[config.mk]
export PLATFORM = sky130hd
export DESIGN_NAME = pe_accum
export DESIGN_NICKNAME = d
export VERILOG_FILES = /design/src/rtl/pe_accum.sv
export SDC_FILE = /design/constraint.sdc
export NUM_CORES = 1
export LEC_CHECK = 0
export ABC_AREA = 1
export CORE_AREA = 2 2 123 125
export CTS_CLUSTER_SIZE = 8
export DETAILED_ROUTE_END_ITERATION = 10
export DIE_AREA = 0 0 125 127
export GPL_TIMING_DRIVEN = 1
export HOLD_SLACK_MARGIN = 0.08
export PLACE_DENSITY_LB_ADDON = 0.1
export SLEW_MARGIN = 20
export SYNTH_ARGS = -nofsm -noshare
export SYNTH_HDL_FRONTEND = slang
export SYNTH_SLANG_ARGS = --single-unit
[constraint.sdc]
create_clock -name clk -period 3.1 [get_ports clk]
set_clock_uncertainty 0.05 [all_clocks]
set_input_delay 0.775 -clock clk [delete_from_list [all_inputs] [get_ports clk]]
set_output_delay 0.775 -clock clk [all_outputs]
set_load 0.01 [all_outputs]
[src/rtl/pe_accum.sv]
// pe_accum: sums KBLK consecutive 2x2 partial products from the matrix PE into
// one output block and presents finished blocks through a 2-entry valid/ready buffer.
module pe_accum #(
  parameter int  WIDTH = 4,
  parameter int  KBLK  = 2,
  parameter int  NBLK  = 4,
  localparam int IN_W  = 2*WIDTH+1,
  localparam int ACC_W = IN_W + $clog2(KBLK),
  localparam int BLK_W = (NBLK > 1) ? $clog2(NBLK) : 1
) (
  input  logic             clk,
  input  logic             rst_n,
  input  logic             clr,
  input  logic             in_val,
  input  logic [IN_W-1:0]  c11,
  input  logic [IN_W-1:0]  c12,
  input  logic [IN_W-1:0]  c21,
  input  logic [IN_W-1:0]  c22,
  output logic             out_val,
  input  logic             out_rdy,
  output logic [BLK_W-1:0] out_blk,
  output logic             out_last,
  output logic [ACC_W-1:0] d11,
  output logic [ACC_W-1:0] d12,
  output logic [ACC_W-1:0] d21,
  output logic [ACC_W-1:0] d22,
  output logic             ovf,
  output logic             busy
);

  localparam int KC_W = (KBLK > 1) ? $clog2(KBLK) : 1;

  typedef struct packed {
    logic [BLK_W-1:0] blk;
    logic             last;
    logic [ACC_W-1:0] d11;
    logic [ACC_W-1:0] d12;
    logic [ACC_W-1:0] d21;
    logic [ACC_W-1:0] d22;
  } ent_t;

  logic [KC_W-1:0]           kcnt_r;
  logic [BLK_W-1:0]          blkcnt_r;
  logic [3:0][ACC_W-1:0]     acc_r;
  logic [3:0][ACC_W-1:0]     cin_s;
  logic [3:0][ACC_W-1:0]     sum_s;
  logic                      k_first_s;
  logic                      k_last_s;
  logic                      blk_last_s;
  logic                      done_s;
  logic                      pop_s;
  logic                      drop_s;
  ent_t                      new_s;
  ent_t                      head_r, head_n;
  ent_t                      tail_r, tail_n;
  logic                      head_v_r, head_v_n;
  logic                      tail_v_r, tail_v_n;
  logic                      ovf_r;

  assign cin_s      = {ACC_W'(c11), ACC_W'(c12), ACC_W'(c21), ACC_W'(c22)};
  assign k_first_s  = (kcnt_r == KC_W'(0));
  assign k_last_s   = (kcnt_r == KC_W'(KBLK-1));
  assign blk_last_s = (blkcnt_r == BLK_W'(NBLK-1));
  assign done_s     = in_val & k_last_s;
  assign pop_s      = head_v_r & out_rdy;
  assign new_s      = {blkcnt_r, blk_last_s, sum_s};

  // Running sum: the first partial product of a block reloads, later ones add.
  always_comb begin
    sum_s = '0;
    for (int i = 0; i < 4; i++) begin
      if (k_first_s) begin
        sum_s[i] = cin_s[i];
      end else begin
        sum_s[i] = acc_r[i] + cin_s[i];
      end
    end
  end

  // Partial-product and block counters plus accumulators; they advance even when a block is dropped.
  always_ff @(posedge clk or negedge rst_n) begin
    if (!rst_n) begin
      kcnt_r   <= '0;
      blkcnt_r <= '0;
      acc_r    <= '0;
    end else if (clr) begin
      kcnt_r   <= '0;
      blkcnt_r <= '0;
      acc_r    <= '0;
    end else if (in_val) begin
      acc_r <= sum_s;
      if (k_last_s) begin
        kcnt_r   <= KC_W'(0);
        blkcnt_r <= blk_last_s ? BLK_W'(0) : blkcnt_r + BLK_W'(1);
      end else begin
        kcnt_r <= kcnt_r + KC_W'(1);
      end
    end
  end

  // Two-entry buffer next state: head drives the outputs, tail is the overflow slot.
  always_comb begin
    head_n   = head_r;
    tail_n   = tail_r;
    head_v_n = head_v_r;
    tail_v_n = tail_v_r;
    drop_s   = 1'b0;
    case ({head_v_r, tail_v_r})
      2'b00: begin
        if (done_s) begin
          head_n   = new_s;
          head_v_n = 1'b1;
        end else begin
          head_v_n = 1'b0;
        end
      end
      2'b10: begin
        if (done_s && pop_s) begin
          head_n = new_s;
        end else if (done_s) begin
          tail_n   = new_s;
          tail_v_n = 1'b1;
        end else if (pop_s) begin
          head_v_n = 1'b0;
        end else begin
          head_v_n = 1'b1;
        end
      end
      2'b11: begin
        if (pop_s) begin
          head_n = tail_r;
          if (done_s) begin
            tail_n = new_s;
          end else begin
            tail_v_n = 1'b0;
          end
        end else if (done_s) begin
          drop_s = 1'b1;
        end else begin
          drop_s = 1'b0;
        end
      end
      default: begin
        head_v_n = 1'b0;
        tail_v_n = 1'b0;
      end
    endcase
  end

  // Buffer registers and the sticky drop flag.
  always_ff @(posedge clk or negedge rst_n) begin
    if (!rst_n) begin
      head_r   <= '0;
      tail_r   <= '0;
      head_v_r <= 1'b0;
      tail_v_r <= 1'b0;
      ovf_r    <= 1'b0;
    end else if (clr) begin
      head_r   <= '0;
      tail_r   <= '0;
      head_v_r <= 1'b0;
      tail_v_r <= 1'b0;
      ovf_r    <= 1'b0;
    end else begin
      head_r   <= head_n;
      tail_r   <= tail_n;
      head_v_r <= head_v_n;
      tail_v_r <= tail_v_n;
      ovf_r    <= ovf_r | drop_s;
    end
  end

  assign out_val  = head_v_r;
  assign out_blk  = head_r.blk;
  assign out_last = head_r.last;
  assign d11      = head_r.d11;
  assign d12      = head_r.d12;
  assign d21      = head_r.d21;
  assign d22      = head_r.d22;
  assign ovf      = ovf_r;
  assign busy     = (kcnt_r != KC_W'(0)) || (blkcnt_r != BLK_W'(0));

endmodule

==> run summary <==
The run finished with clean final reports. A synthesized cell averages 7.20 sq um. STA puts the critical path data arrival time at 2.76 ns. The tools report the final-report max-slew violation count as 0.

The tree is rooted in a clkbuf_16. Walking the worst path, the cells encountered are clkdlybuf4s50_1, ha_1, fa_1, nand3_1, nand3_1, nand2_1, nand2_1, nand2_1, nand3_1, nand2_1, nand2_1, nand2_1, nand2_1. The fraction of power spent switching nets came out at 31.4%. The filler cells instantiated in the layout total 1267. In this run, synthesis inferred 0 flip-flops with an integrated enable. The tools report the worst setup slack after placement as 0.183 ns. The total overflow left after global routing is 0. The min-delay analysis places its worst path in the category in -> async.

The sum of buffers and inverters on the critical path works out to 1. The worst register-to-register path has a depth of 9. Setup violations remaining at the end of the flow were counted as 0.

The logs give 0 for the yosys synthesis warning count and 13900 um for the HPWL reported at the end of detailed placement. Clock insertion delay at the later pin of the skew report: 0.42 ns. Measured along the x axis, the die boundary spans 125 um. In the synthesized netlist the dominant register cell turns out to be dfrtp_1.

IR analysis of the VDD net gives a maximum drop of 0.405 mV. Buffers inserted during clock tree synthesis total 17. In this design, the critical path's most frequently occurring cell is nand2_1. The number of vias per cell came out at 5.23.

The wire length per cell after detailed routing works out to 14.4 um. Cells fill 66.5% of the core in the end. The initial utilization of the core area, before any placement, comes to 54.7%. In the routed design, unresolved DRC markers number 0.

The detailed-route wire length was 20000 um. The run gives 6837 as the number of global-route vias before repair. For the H-tree depth, the log shows 4. The combined flip-flop and latch cell area came out at 3300 sq um. Measured against its own limit, the worst slew margin works out to 57.7%. The vertical die dimension is 127 um. The first global-routing pass estimated 33500 um of wire. For this design the total switching power over the nets is 1.75 mW. The synthesized netlist contains 33 unique library cells.

For this block, the initial DRC count from the detailed router was 546. TritonCTS built the clock tree. The run gives 14400 sq um as the core box area. The max-cap violation count is 0. The run gives 5.03 nW as the cell leakage power. Kind of critical path: in -> reg. Area growth from synthesis to layout: 21.7%.

For the gate count after technology mapping, the log shows 1095. Sorting the synthesized cells by area gives the leading types as dfrtp_1 42%, nand2_1 20%, ha_1 6.0%, o21ai_0 5.5%, nor2_1 4.6%. Per report_power, the sequential group accounts for 38.2% of the total.

The logs give 0 for the number of buffers inserted to repair setup after CTS and 5 for the number of search-and-repair iterations in the first detailed-routing pass. Required arrival time at the worst endpoint: 3.36 ns. The run gives 0 as the quantity of hold-fixing buffers added after cts.

Setup repair after global routing left no endpoint under its margin. The run gives 3980 sq um as the area of combinational cells with multiple inputs. Ratio of cells with drive above 1 in the final layout: 7.94%. The largest area contributor in the synthesized netlist is dfrtp_1. The cell area power density was 582 nW/um^2. The area share of the largest cell type after synthesis works out to 41.9%.

The worst setup path is captured at a flip-flop. Initial antenna violation count: 0. On the critical path the largest part of the delay comes from simple AND/OR/NAND/NOR gates.

The net count of the finished layout is 1267. After detailed placement, the design holds a cell count of 1349. Library cell with the highest instance count after synthesis: nand2_1. Counting every net in the synthesized netlist gives 1178.

In this run the worst path has a maximum fanout of 3. The clock net in this run drives a total of 132 sinks. The endpoint of the worst-slack reg-to-reg timing path was tail_r[32]$_DFFE_PN0P_. Total power for the finished layout comes to 5.59 mW. The run gives 41.9% as the proportion of synthesized chip area in sequential cells. The post-route worst setup slack was 0.604 ns; the number of standard-cell rows in the floorplan was 44.

For the pin with the worst max-slew slack, the measured transition is 0.635 ns. 87 I/O pins were placed. The number of antenna-violating nets in the routed design was 0.

The critical path ends at d22[8]$_DFFE_PN0P_. The area of the die was 15900 sq um; the total global routing track utilization was 26.3%. The share of total power dissipated in the clock network is 36.8%. Internal power comes to 3.83 mW. The clock period minus final worst setup slack is 2.50 ns. Summing over every cut layer, the via total after detailed routing is 7218. For the global placer's final weighted congestion, the log shows 0.895. The mapped netlist covers 7880 sq um.

After layout, the worst path uses 80.5% of the clock period. Tracing the worst setup path back leads to its startpoint at c22[0]. The run gives 8990 sq um as the cell area after placement. Counting instances in the post-synthesis netlist gives the leading cell types as 422 x nand2_1, 132 x dfrtp_1, 97 x nor2_1. The post-synthesis register bit count was 132.

The tools report the launching point of the worst reg2reg path as k_last_s$_DFFE_PN0P_. For this run, the top clock speed supported by timing is 0.401 GHz. Counting flops with an async set or reset pin after synthesis yields a share of 100%.

The clock transition at the registers of the reported paths works out to 0.06 ns. The logs give 1381 for the count of non-filler cells in the finished layout and 25.0% for the combinational cell fraction of total power. Across all hold checks on the routed design, the worst slack comes to 0.291 ns.

Gates resized during post-CTS repair numbered 0. Port buffering added 86 buffers. The cell depth of the worst setup path was 13. The run gives 9590 sq um as the area of all placed cells without fillers.

Total negative setup slack: 0 ns. The maximum number of pins on one net before global-route repair was 66. The number of diodes added for antenna fixing was 0; the worst reg-to-reg setup slack was 0.93 ns. The number of buffers on the longest clock path came out at 2.

The standard cell with the maximum stage delay on the critical path was clkdlybuf4s50_1. The delay contributed by the slowest stage of the critical path was 0.45 ns. The tools report the critical path launch point type as an input port.

The run gives 0 as the number of endpoints with negative hold slack in the final report.
[logic make-up after synthesis]
kind of cell | share of synthesized area, %
compound gates | 11.0
xor+xnor | 0.444
fa+ha+maj | 7.05
buf+inv | 7.71
flops | 41.9
mux | 0.508
simple gates | 31.4
[how the worst min path moves through the flow]
stage	startpoint	endpoint	slack [ns]
floorplan	tail_r[12]$_DFFE_PN0P_	tail_r[12]$_DFFE_PN0P_	0.39
global placement	tail_r[12]$_DFFE_PN0P_	tail_r[12]$_DFFE_PN0P_	0.41
detailed placement	tail_r[12]$_DFFE_PN0P_	tail_r[12]$_DFFE_PN0P_	0.41
CTS	rst_n	acc_r[21]$_DFFE_PN0P_	0.33
global route	rst_n	tail_r[21]$_DFFE_PN0P_	0.35
finish	rst_n	acc_r[23]$_DFFE_PN0P_	0.29
[cell type report]
type                       count  area share, %
timing repair buffer         111           11.5
tap                          184           2.40
clock buffer                  17           4.43
clock inverter                15           1.89
multi-input combinational    822           41.5
sequential                   132           34.4
inverter                     100           3.91
[placed cells by master, fill, tap and decap left out, types with 17 or more instances in the layout]
cell type        synthesis  final
a21oi_1                 30     30
buf_4                    8     21
clkbuf_16                0     17
clkdlybuf4s50_1          0     85
dfrtp_1                132    132
ha_1                    38     38
inv_1                   94     94
nand2_1                422    422
nand3_1                 65     65
nor2_1                  97     97
o21ai_0                 86     86
[power groups by stage]
stage               Sequential, mW  Clock (mW)  Combinational, mW
global placement              2.15           0               1.37
detailed placement            2.15           0               1.39
global route                  2.16        2.17               1.58
CTS                           2.13        2.08               1.40
finish                        2.13        2.06               1.40
floorplan                     2.17           0              0.828
[sequential cells by signal, indices dropped and copies added, names as in the netlist]
register  flops
acc_r        40
blkcnt_r      2
d11          10
d12          10
d21          10
d22          10
k_last_s      1
out_blk       2
out_last      1
out_val       1
ovf           1
tail_r       43
tail_v_r      1
[layer usage]
metal | global-route usage (%) | up-vias | routed length (um) | share of wire, %
met2 | 43.3 | 190 | 9340 | 47
met3 | 5.23 | 37 | 990 | 5.0
li1 | - | 3670 | - | -
met1 | 35.2 | 3321 | 9150 | 46
met5 | 0 | - | 0 | 0
met4 | 9.08 | 0 | 481 | 2.4
(Power assumes the default switching activity.)
